===== src/rtl/cb_config_loader_if.sv =====
// ---------------------------------------------------------------------------
// cb_config_loader_if
// Word stream carrying a connection-block configuration bitstream into the
// loader. A word transfers on any rising edge where cfg_valid && cfg_ready.
//   cfg_valid  source -> loader   word on cfg_data is valid
//   cfg_ready  loader -> source   loader accepts a word this cycle
//   cfg_data   source -> loader   configuration word (DATA_W bits)
// Modports: master (bitstream source), slave (loader).
// ---------------------------------------------------------------------------
interface cb_config_loader_if #(
    parameter int DATA_W = 8
);
    logic              cfg_valid;
    logic              cfg_ready;
    logic [DATA_W-1:0] cfg_data;

    modport master (
        output cfg_valid,
        output cfg_data,
        input  cfg_ready
    );

    modport slave (
        input  cfg_valid,
        input  cfg_data,
        output cfg_ready
    );
endinterface


===== src/rtl/cb_config_loader.sv =====
// ---------------------------------------------------------------------------
// cb_config_loader
// Assembles a configuration bitstream into a shadow register, checks an XOR
// parity word, and only then commits the result to the connection block's
// switch-control vector. The switches never see a partial configuration.
// Ports:
//   clk        rising-edge clock
//   rst_n      synchronous active-low reset
//   cfg_start  pulse: begin or restart a load
//   cfg_clear  pulse: open all switches (highest priority)
//   cfg        word stream (slave side: cfg_valid, cfg_data in, cfg_ready out)
//   cfg_busy   high while loading or waiting for the parity word
//   cfg_done   one-cycle pulse after a successful commit
//   cfg_err    one-cycle pulse after a parity mismatch
//   c_loaded   c_out holds a committed, parity-checked configuration
//   c_out      switch-control vector (CFG_W bits)
// The interface instance must be built with the same DATA_W as this module.
// ---------------------------------------------------------------------------
module cb_config_loader #(
    parameter int CFG_W  = 248,
    parameter int DATA_W = 8,
    parameter int NWORDS = (CFG_W + DATA_W - 1) / DATA_W
) (
    input  logic               clk,
    input  logic               rst_n,
    input  logic               cfg_start,
    input  logic               cfg_clear,
    cb_config_loader_if.slave  cfg,
    output logic               cfg_busy,
    output logic               cfg_done,
    output logic               cfg_err,
    output logic               c_loaded,
    output logic [CFG_W-1:0]   c_out
);
    localparam int CNT_W = $clog2(NWORDS + 1);
    localparam int SH_W  = NWORDS * DATA_W;

    typedef enum logic [1:0] {
        IDLE,
        LOAD,
        CHECK
    } state_t;

    state_t            state;
    state_t            state_nxt;
    logic [CNT_W-1:0]  cnt;
    logic [DATA_W-1:0] acc;
    logic [SH_W-1:0]   shadow;
    logic              xfer;
    logic              last_word;
    logic              load_en;
    logic              check_en;
    logic              parity_ok;

    // Ready depends on state only, never on cfg_valid.
    assign cfg.cfg_ready = (state != IDLE);
    assign cfg_busy      = (state != IDLE);
    assign xfer          = cfg.cfg_valid && (state != IDLE);
    assign last_word     = (cnt == CNT_W'(NWORDS - 1));
    assign parity_ok     = (cfg.cfg_data == acc);

    // Clear beats start, start beats any transfer in the same cycle.
    always_comb begin
        state_nxt = state;
        load_en   = 1'b0;
        check_en  = 1'b0;
        if (cfg_clear) begin
            state_nxt = IDLE;
        end else if (cfg_start) begin
            state_nxt = LOAD;
        end else begin
            case (state)
                LOAD: begin
                    if (xfer) begin
                        load_en = 1'b1;
                        if (last_word) begin
                            state_nxt = CHECK;
                        end
                    end
                end
                CHECK: begin
                    if (xfer) begin
                        check_en  = 1'b1;
                        state_nxt = IDLE;
                    end
                end
                default: ;
            endcase
        end
    end

    always_ff @(posedge clk) begin
        if (!rst_n) begin
            state <= IDLE;
        end else begin
            state <= state_nxt;
        end
    end

    always_ff @(posedge clk) begin
        if (!rst_n) begin
            cnt      <= '0;
            acc      <= '0;
            c_out    <= '0;
            c_loaded <= 1'b0;
            cfg_done <= 1'b0;
            cfg_err  <= 1'b0;
        end else begin
            cfg_done <= 1'b0;
            cfg_err  <= 1'b0;
            if (cfg_clear) begin
                c_out    <= '0;
                c_loaded <= 1'b0;
            end else if (cfg_start) begin
                cnt <= '0;
                acc <= '0;
            end else if (load_en) begin
                // Padding bits of the last word still feed the parity.
                acc <= acc ^ cfg.cfg_data;
                cnt <= cnt + CNT_W'(1);
            end else if (check_en) begin
                if (parity_ok) begin
                    c_out    <= shadow[CFG_W-1:0];
                    c_loaded <= 1'b1;
                    cfg_done <= 1'b1;
                end else begin
                    cfg_err  <= 1'b1;
                end
            end
        end
    end

    // Shadow holds data only and is deliberately left unreset; bits above
    // CFG_W in the last word land here but are never committed.
    always_ff @(posedge clk) begin
        if (load_en) begin
            for (int k = 0; k < NWORDS; k++) begin
                if (cnt == CNT_W'(k)) begin
                    shadow[k*DATA_W +: DATA_W] <= cfg.cfg_data;
                end
            end
        end
    end
endmodule


===== src/flat_wrapper.sv =====
// flat-port wrapper written by rule: the top's interface ports become plain ports
module cb_config_loader_flat 
#(
    parameter int CFG_W  = 248,
    parameter int DATA_W = 8,
    parameter int NWORDS = (CFG_W + DATA_W - 1) / DATA_W
)
  (clk, rst_n, cfg_start, cfg_clear, cfg_busy, cfg_done, cfg_err, c_loaded, c_out, cfg_cfg_valid, cfg_cfg_data, cfg_cfg_ready);
  cb_config_loader_if #(.DATA_W(DATA_W)) cfg_i ();
  input  logic clk;
  input  logic rst_n;
  input  logic cfg_start;
  input  logic cfg_clear;
  output logic cfg_busy;
  output logic cfg_done;
  output logic cfg_err;
  output logic c_loaded;
  output logic [CFG_W-1:0] c_out;
  input wire logic [$bits(cfg_i.cfg_valid)-1:0] cfg_cfg_valid;
  input wire logic [$bits(cfg_i.cfg_data)-1:0] cfg_cfg_data;
  output wire logic [$bits(cfg_i.cfg_ready)-1:0] cfg_cfg_ready;
  assign cfg_i.cfg_valid = cfg_cfg_valid;
  assign cfg_i.cfg_data = cfg_cfg_data;
  assign cfg_cfg_ready = cfg_i.cfg_ready;
  cb_config_loader #(.CFG_W(CFG_W), .DATA_W(DATA_W), .NWORDS(NWORDS)) u_core (.clk(clk), .rst_n(rst_n), .cfg_start(cfg_start), .cfg_clear(cfg_clear), .cfg(cfg_i), .cfg_busy(cfg_busy), .cfg_done(cfg_done), .cfg_err(cfg_err), .c_loaded(c_loaded), .c_out(c_out));
endmodule

===== config.mk =====
export PLATFORM = sky130hd
export DESIGN_NAME = cb_config_loader_flat
export DESIGN_NICKNAME = d
export VERILOG_FILES = /design/src/rtl/cb_config_loader_if.sv /design/src/rtl/cb_config_loader.sv /design/src/flat_wrapper.sv
export SDC_FILE = /design/constraint.sdc
export NUM_CORES = 1
export LEC_CHECK = 0
export BUFFER_PORTS_ARGS = -buffer_cell sky130_fd_sc_hd__buf_2
export CAP_MARGIN = 40
export CORE_MARGIN = 2
export CORE_UTILIZATION = 36
export CTS_BUF_LIST = sky130_fd_sc_hd__clkbuf_8
export CTS_CLUSTER_DIAMETER = 30
export DETAILED_ROUTE_END_ITERATION = 8
export SLEW_MARGIN = 10
export SYNTH_ARGS = -nofsm -noshare
export SYNTH_HDL_FRONTEND = slang
export SYNTH_SLANG_ARGS = --single-unit

===== constraint.sdc =====
create_clock -name clk -period 2.9 [get_ports clk]
set_input_delay 0.29 -clock clk [delete_from_list [all_inputs] [get_ports clk]]
set_output_delay 0.29 -clock clk [all_outputs]
set_load 0.05 [all_outputs]

==> qor.yml <==
run_status:
  status: "finished clean"
pwr:
  pwr_density_cell_nw_per_um2: 707
  vdd_drop_max_mv: 0.611
  power_w: 0.0164
  cellLeakagePower_nw: 8.62
final_layout:
  diodes: 0
  stdcell_area_um2: 23200
  fin_nets: 1843
  syn2layout_area_growth_pct: 25.0
  drive_above_1_share: 0.253
synth:
  ys_ff_latch: 514
  synth_cell_types: 37
  ys_seq_area_frac: 0.688
  syn_area_um2: 18600
  synth-xor-area-share: 0.00471
  synth-compound-area-share: 0.00902
  syn_nets: 1505
  synth_ff_type: "dfxtp_1"
  synth.avg_cell_area_um2: 12.5
  synthArstFlopShare: 0
  synthSimpleGateAreaFrac: 0.127
  yosysWarnings: 0
  synth_edf_count: 248
  synth-adder-area-share: 0.00337
  syn-instance-count: 1487
  synth_top_family_by_area: "multiplexers"
  synth.area.mux_share: 0.134
worst_setup_path:
  cp_data_required_time_ns: 3.28
  cp_top_family: "simple AND/OR/NAND/NOR gates"
  cp_slowest_cell: "dlygate4sd3_1"
  cp_num_buf_inv: 3
  r2r_slack_ns: 0.57
  crit_fanout: 8
  cp.arrival_ns: 2.98
  worst-setup-path-type: "in2reg"
  cp-start-kind: "primary input"
  worst_setup_path_end_kind: "flop"
  slowest_delay_ns: 0.56
  worstPathCellList: "dlygate4sd3_1 > buf_2 > or3b_1 > or2_0 > or3_1 > nor3b_1 > buf_4"
place:
  dp_hpwl_um: 27300
  gp_congestion: 0.740
  numPortBuffers: 265
  dpl_cell_area_um2: 20700
clock_network:
  cts.sinks: 514
  clk-insertion-delay-late_ns: 0.68
  cts_setup_buffers: 0
  cts_hold_buf: 6
  cts.repair.resized: 0
  clkTransAtPathRegs_ns: 0.06
  cts-htree-levels: 3
  cts_buffers: 106
  cts_buffer_depth: 3
  cts-root-buf: "clkbuf_8"
  cts_tree: "yes"
sta:
  period_share: 0.899
  maxSlewHeadroom: 0.533
  rsz0062_at_grt: "no"
  setup_violations: 0
  hold_violations: 0
  tightest_slew_ns: 0.700
  setup_tns_ns: 0
  max_freq_mhz: 383
  fin_crit_ns: 2.61
  final.setup_skew_ns: 0.0333
  slew_viol_final: 0
floorplan:
  fp.dieW_um: 231
  core_area_um2: 51200
  fp.dieH_um: 231
  initial_core_util: 0.363
  fp-row-count: 83
  io_pins: 266
  die_area_um2: 53400
run:
  drv_cap: 0
drt:
  route.vias.total: 11900
  drc_errors: 0
  avgViaCountPerCell: 4.60
  wl_per_cell_um: 17.7
  ant_nets: 0
  drtPass1Iterations: 4
  drt_iter0_drc: 579
  wirelength_um: 45900
global_routing:
  overflow: 0
  first_global_vias: 12000
  track_usage: 0.170
  antenna_found_initial: 1
  grt_start_max_net_pins: 137
  grt_pass1_wl_um: 68800
worst_hold_path:
  hold_path_class: "in2reg"
==> flip-flops by register name, indices dropped and copies added, names as in the netlist <==
signal / cells
u_core.acc: 8
u_core.c_loaded: 1
u_core.c_out: 248
u_core.cfg_done: 1
u_core.cfg_err: 1
u_core.cnt: 5
u_core.shadow: 248
u_core.state: 2
==> worst paths after layout <==
path / end / startpoint / cells past startpoint
setup / recovery: u_core.shadow[129] / cfg_clear / 7
setup reg to reg: u_core.shadow[129] / u_core.state[1] / 5
hold reg to reg: u_core.c_out[148] / u_core.c_out[148] / 2
hold / removal: u_core.cfg_err / cfg_cfg_data[0] / 5
==> cells in the final DEF (no fill, tap or decap), types with 13 or more instances in the layout <==
cell,netlist,routed
nor2_1,16,16
inv_1,5,35
clkinv_2,0,13
bufinv_16,0,18
and2_1,13,13
mux2i_1,248,248
clkbuf_8,0,113
buf_12,0,14
buf_4,5,39
dfxtp_1,266,266
nor3_1,18,17
nand2_1,505,505
edfxtp_1,248,248
buf_2,0,265
==> tightest hold or removal path: cells and delay by family <==
| kind | cells | cell delay [ns] |
|---|---|---|
| simple gates | 3 | 0.37 |
| buf+inv | 1 | 0.10 |
| xor+xnor | 1 | 0.07 |
==> synthesized netlist by cell type, types with 3 or more instances <==
library cell | instances | area [um^2]
a21boi_0 | 8 | 60.1
and2_1 | 13 | 81.3
buf_4 | 5 | 37.5
buf_8 | 22 | 330
clkbuf_1 | 64 | 240
dfxtp_1 | 266 | 5330
edfxtp_1 | 248 | 7450
ha_1 | 5 | 62.6
inv_1 | 5 | 18.8
mux2i_1 | 248 | 2480
nand2_1 | 505 | 1900
nand2b_1 | 3 | 18.8
nand3_1 | 3 | 15.0
nand3b_1 | 8 | 60.1
nor2_1 | 16 | 60.1
nor2b_1 | 3 | 18.8
nor3_1 | 18 | 90.1
nor3b_1 | 4 | 30.0
o21ai_0 | 10 | 50.1
xnor2_1 | 10 | 87.6
==> report_power, final <==
group,internal [W],switching [W]
Sequential,0.00761,0.00000213
Clock,0.00525,0.00322
Combinational,0.0000708,0.000268
==> cell families (layout without fill, tap and decap cells) <==
logic type,after synthesis,in the layout
mux,248,248
fa+ha+maj,5,5
buf+inv,99,528
compound gates,26,26
flops,514,514
simple gates,585,585
xor+xnor,10,10
==> metrics by stage <==
step           setup WS [ns]  instances  hold WS, ns   util
2_1_floorplan          0.237       1487        0.368      -
5_1_grt                0.233       2596        0.198  0.453
6_report               0.292       2596        0.209  0.453
3_3_place_gp           0.238       2391        0.439  0.405
3_5_place_dp           0.238       2391        0.445  0.405
4_1_cts                0.404       2596        0.150  0.453
==> final cells by class <==
cell class	instances	area [um^2]
inverter	5	18.8
multi-input combinational	874	5170
clock inverter	86	890
fill	4673	28000
clock buffer	113	1560
timing repair buffer	324	1960
sequential	514	12800
tap	680	851
==> routing by layer <==
layer,track usage,part of all wire
met1,0.213,0.44
met2,0.281,0.48
met3,0.0477,0.061
met5,0,0
met4,0.0625,0.018
(Power assumes the default switching activity.)
